$ cat config.mk
export PLATFORM = sky130hd
export DESIGN_NAME = serial_to_parallel
export DESIGN_NICKNAME = d
export VERILOG_FILES = /design/src/rtl/serial_pkg.sv /design/src/rtl/ser_bit_counter.sv /design/src/rtl/serial_to_parallel.sv
export SDC_FILE = /design/constraint.sdc
export NUM_CORES = 1
export LEC_CHECK = 0
export ABC_CLOCK_PERIOD_IN_PS = 1850
export BUFFER_PORTS_ARGS = -buffer_cell sky130_fd_sc_hd__buf_4
export CAP_MARGIN = 10
export CORE_ASPECT_RATIO = 1.2
export CORE_MARGIN = 1
export CORE_UTILIZATION = 30
export CTS_BUF_LIST = sky130_fd_sc_hd__clkbuf_4 sky130_fd_sc_hd__clkbuf_8 sky130_fd_sc_hd__clkbuf_16
export DETAILED_ROUTE_END_ITERATION = 10
export HOLD_SLACK_MARGIN = 0.15
export PLACE_DENSITY = 0.6
export SYNTH_ARGS = -nofsm -noshare
export SYNTH_HDL_FRONTEND = slang
export SYNTH_SLANG_ARGS = --single-unit
export TNS_END_PERCENT = 20
$ cat constraint.sdc
create_clock -name clk -period 1.85 [get_ports clk]
set_input_delay 0 -clock clk [delete_from_list [all_inputs] [get_ports clk]]
set_output_delay 0 -clock clk [all_outputs]
set_load 0.1 [all_outputs]
$ cat src/rtl/serial_pkg.sv
// Shared constants for the serial link (shift-out and shift-in sides).
//   SER_WIDTH     : default word width in bits
//   SER_MSB_FIRST : bit order on the wire (1 = MSB first)
package serial_pkg;

  localparam int unsigned SER_WIDTH     = 4;
  localparam bit          SER_MSB_FIRST = 1'b1;

endpackage : serial_pkg

$ cat src/rtl/ser_bit_counter.sv
// Bit position counter for a serial word, shared by the transmit and receive sides.
// Ports:
//   clk, rst_n : clock (rising edge) and asynchronous active-low reset
//   en         : a bit is transferred on this edge
//   clr        : synchronous frame restart, wins over en
//   bit_cnt    : bits transferred in the current word, 0..WIDTH-1
//   last       : the current edge transfers the final bit of a word
module ser_bit_counter
  import serial_pkg::*;
#(
  parameter int unsigned WIDTH = SER_WIDTH,
  parameter int unsigned CNT_W = $clog2(WIDTH)
) (
  input  logic             clk,
  input  logic             rst_n,
  input  logic             en,
  input  logic             clr,
  output logic [CNT_W-1:0] bit_cnt,
  output logic             last
);

  logic [CNT_W-1:0] bit_cnt_q, bit_cnt_d;

  assign last = en && !clr && (bit_cnt_q == CNT_W'(WIDTH - 1));

  always_comb begin
    bit_cnt_d = bit_cnt_q;
    if (clr) begin
      bit_cnt_d = '0;
    end else if (en) begin
      // Wrap only through completion, so the count never reaches WIDTH.
      bit_cnt_d = last ? '0 : bit_cnt_q + 1'b1;
    end
  end

  always_ff @(posedge clk or negedge rst_n) begin
    if (!rst_n) begin
      bit_cnt_q <= '0;
    end else begin
      bit_cnt_q <= bit_cnt_d;
    end
  end

  assign bit_cnt = bit_cnt_q;

endmodule : ser_bit_counter

$ cat src/rtl/serial_to_parallel.sv
// Serial-to-parallel receiver: assembles MSB-first serial bits into WIDTH-bit words and
// presents each completed word with a valid/acknowledge handshake.
// Ports:
//   clk, rst_n : clock (rising edge) and asynchronous active-low reset
//   en, in     : serial bit strobe and data bit
//   clr        : synchronous frame restart (drops partial word, clears overrun)
//   out_ack    : consumer has taken out (only meaningful while out_valid)
//   out        : last completed word, held until the next completion
//   out_valid  : out holds an unacknowledged word
//   overrun    : sticky, a word completed over an unacknowledged one
//   bit_cnt    : bits received in the current partial word
module serial_to_parallel
  import serial_pkg::*;
#(
  parameter int unsigned WIDTH = SER_WIDTH,
  parameter int unsigned CNT_W = $clog2(WIDTH)
) (
  input  logic             clk,
  input  logic             rst_n,
  input  logic             en,
  input  logic             in,
  input  logic             clr,
  input  logic             out_ack,
  output logic [WIDTH-1:0] out,
  output logic             out_valid,
  output logic             overrun,
  output logic [CNT_W-1:0] bit_cnt
);

  logic             last;
  // Only WIDTH-1 bits of history are ever needed: the final bit goes straight into out.
  logic [WIDTH-2:0] shift_q, shift_d;
  logic [WIDTH-1:0] shifted;
  logic [WIDTH-1:0] out_q, out_d;
  logic             valid_q, valid_d;
  logic             overrun_q, overrun_d;

  ser_bit_counter #(
    .WIDTH (WIDTH),
    .CNT_W (CNT_W)
  ) u_bit_counter (
    .clk     (clk),
    .rst_n   (rst_n),
    .en      (en),
    .clr     (clr),
    .bit_cnt (bit_cnt),
    .last    (last)
  );

  assign shifted = {shift_q, in};

  always_comb begin
    shift_d   = shift_q;
    out_d     = out_q;
    valid_d   = valid_q;
    overrun_d = overrun_q;

    if (clr) begin
      shift_d = '0;
    end else if (en) begin
      shift_d = shifted[WIDTH-2:0];
    end

    // Handshake: a completion reloads and keeps valid; otherwise an ack drains it.
    if (last) begin
      out_d   = shifted;
      valid_d = 1'b1;
    end else if (valid_q && out_ack) begin
      valid_d = 1'b0;
    end

    if (clr) begin
      overrun_d = 1'b0;
    end else if (last && valid_q && !out_ack) begin
      overrun_d = 1'b1;
    end
  end

  always_ff @(posedge clk or negedge rst_n) begin
    if (!rst_n) begin
      shift_q   <= '0;
      out_q     <= '0;
      valid_q   <= 1'b0;
      overrun_q <= 1'b0;
    end else begin
      shift_q   <= shift_d;
      out_q     <= out_d;
      valid_q   <= valid_d;
      overrun_q <= overrun_d;
    end
  end

  assign out       = out_q;
  assign out_valid = valid_q;
  assign overrun   = overrun_q;

endmodule : serial_to_parallel
==> results by group <==
CTS
  – CTS tree: done
  – Hold_buf cts: 8
  – CTS Root Cell: clkbuf_4
  – Clk sinks: 11
  – Clk buf depth: 2
  – # Post-CTS Setup Buffers: 0
  – Post-cts resize count: 0
  – Clock transition at path regs: 70 ps
  – Skew-Pair Late Insertion Delay: 260 ps
  – H-tree Lvls: 1
  – Inserted Clock Buffers: 3

Layout
  – Syn-to-layout area delta: 46.0%
  – Ant diodes: 0
  – FILL cells: 136
  – Cell area after layout: 691 um2
  – Layout cell share with drive strength beyond 1: 0.386
  – Final core occ: 0.478
  – Nets: 65

Synth
  – Leading area contributor after synthesis: dfrtp_1
  – Yosys cell types: 12
  – #FFs+latches synth: 11
  – Net count after synthesis: 40
  – Synth top area share: 0.582
  – Cells after synthesis: 33
  – Synth top area cells: dfrtp_1, mux2_4, mux2i_1, nand3b_4, nor2_1
  – Post-synthesis cell area: 473 um2
  – Seq/Total Area, Yosys: 0.582
  – Yosys warns: 0
  – Average cell area after synthesis: 14.3 um2

Timing
  – Final clock skew: 1.07 ps
  – Fin Hold WS: 491 ps
  – Final setup fails: 0
  – Max_slew headroom: 0.666
  – Final setup TNS: 0 ps
  – Period minus WS final: 1570 ps
  – Fin crit share: 0.848
  – RSZ-0062 raised after global routing: no
  – Final slew viol count: 0
  – Slew of the pin with the lowest slew margin: 499 ps
  – Max Fclk: 0.638 GHz
  – Fin. Hold Viols: 0

Pwr
  – Int Power: 405 uW
  – Tot Pwr: 605 uW
  – Clock power share: 0.289
  – P per Cell Area: 877 nW/um2
  – Max VDD drop: 0.446 mV
  – Sequential Power Share: 0.436
  – Comb power frac: 0.275
  – Pleak: 0.380 nW
  – Net Sw Power: 200 uW
  – Sw Ratio: 0.331

Outcome
  – Status: complete, no violations

Critical path
  – CP Capture Type: register
  – Startpoint Class: register
  – CP Class: register to register
  – Max Fanout on Critical Path: 5
  – CP required: 2000 ps
  – Crit path DAT: 1720 ps

GRT
  – GRT Total Usage: 0.117
  – First-pass GRT wire length: 1340 um
  – Via count of the first global-routing pass: 311
  – Largest net degree at the start of global routing: 12
  – Remaining Overflow, GRT: 0
  – Initial antenna violation count: 0

Route
  – Routed wire per std cell: 11.7 um
  – Detail Route Antenna Nets: 0
  – Residual DRC: 0
  – Routed WL: 863 um
  – Routed vias/inst: 4.45
  – DR pass1 iterations: 2
  – DR iter-0 viols: 6
  – Via count: 329

Floorplanning
  – Die X: 38.2 um
  – Die area: 1740 um2
  – # rows: 15
  – Chip Height: 45.5 um
  – Ports: 14
  – Initial Utilization: 0.327
  – Core area: 1450 um2

Placed design
  – Placed instance area: 581 um2
  – Buffers on Ports: 13
  – GPL Wtd Cong: 0.654
  – Hpwl dp: 579 um

Hold path
  – Hold/Removal Path Class: input pin to register

Flow run
  – Max-cap violations: 0
-- final timing paths --
check / startpoint / endpoint / slack (ps) / cells past startpoint
min: clr / overrun$_DFFE_PN0P_ / 490 / 3
min reg2reg: shift_q[2]$_DFFE_PN0P_ / out[3]$_DFFE_PN0P_ / 510 / 1
max in group asynchronous: rst_n / u_bit_counter.bit_cnt[1]$_DFFE_PN0P_ / 750 / 3
max: u_bit_counter.bit_cnt[0]$_DFFE_PN0P_ / out_valid$_DFFE_PN0P_ / 280 / 4
min in group asynchronous: rst_n / out[2]$_DFFE_PN0P_ / 770 / 3
max reg2reg: u_bit_counter.bit_cnt[0]$_DFFE_PN0P_ / out_valid$_DFFE_PN0P_ / 280 / 4
-- power groups by stage --
stage | combinational [mW] | clock [mW] | sequential [mW]
CTS | 0.167 | 0.181 | 0.264
finish | 0.166 | 0.175 | 0.264
global route | 0.174 | 0.194 | 0.265
detailed placement | 0.153 | 0 | 0.269
floorplan | 0.0313 | 0 | 0.353
global placement | 0.153 | 0 | 0.269
-- cell usage in the layout, fill, tap and decap left out --
| master | instances |
|---|---|
| nand4b_1 | 1 |
| dfrtp_1 | 11 |
| clkbuf_4 | 4 |
| ha_1 | 1 |
| o21ai_0 | 1 |
| mux2i_1 | 4 |
| a21oi_1 | 1 |
| dlygate4sd3_1 | 8 |
| xnor2_1 | 1 |
| nor2_1 | 5 |
| nand3b_4 | 1 |
| mux2_4 | 4 |
| inv_1 | 2 |
| buf_4 | 13 |
-- cell type report --
class / count / area, um2 / share of cell area
clock buffer: 4 / 30.0 / 0.0435
inverter: 2 / 7.51 / 0.0109
multi-input combinational: 19 / 179 / 0.259
sequential: 11 / 275 / 0.399
tap: 17 / 21.3 / 0.0308
timing repair buffer: 21 / 178 / 0.257
-- synth_stat cells --
master	instances
a21oi_1	1
ha_1	1
nand3b_4	1
nand4b_1	1
nor2_1	5
o21ai_0	1
xnor2_1	1
mux2_4	4
inv_1	2
buf_6	1
dfrtp_1	11
mux2i_1	4
-- routing by layer --
layer  GRT usage  up-vias  part of all wire
met5           0        -                 0
met4      0.0857        0                 0
met3      0.0294        0             0.052
met2       0.156       12              0.47
met1       0.161      157              0.47
li1            -      160                 -
-- stage by stage --
stage               setup WS (ps)  cells
floorplan                    26.4     33
global placement              664     62
detailed placement            639     62
CTS                           291     74
global route                  226     74
finish                        282     74
-- worst max-delay path, cell delays in order (launching register included) --
cell           delay, ps
dfrtp_1              410
ha_1                 250
nand3b_4             130
o21ai_0              100
dlygate4sd3_1        560
-- kinds of logic (layout without fill, tap and decap cells) --
logic type                 after synthesis  after routing  share of synthesized area
muxes                                    8              8                      0.212
DFF                                     11             11                      0.582
xor gates and xnor gates                 1              1                     0.0185
buffers and inverters                    3             27                     0.0397
AOI/OAI and AO/OA                        2              2                     0.0211
and+or+nand+nor                          7              7                      0.101
adders and majority gates                1              1                     0.0265
-- sequential cells by signal, summed over array words and instances, names as in the netlist --
name,count
out,4
shift_q,3
u_bit_counter.bit_cnt,2
out_valid,1
overrun,1
Power figures use the tool's default switching activity.
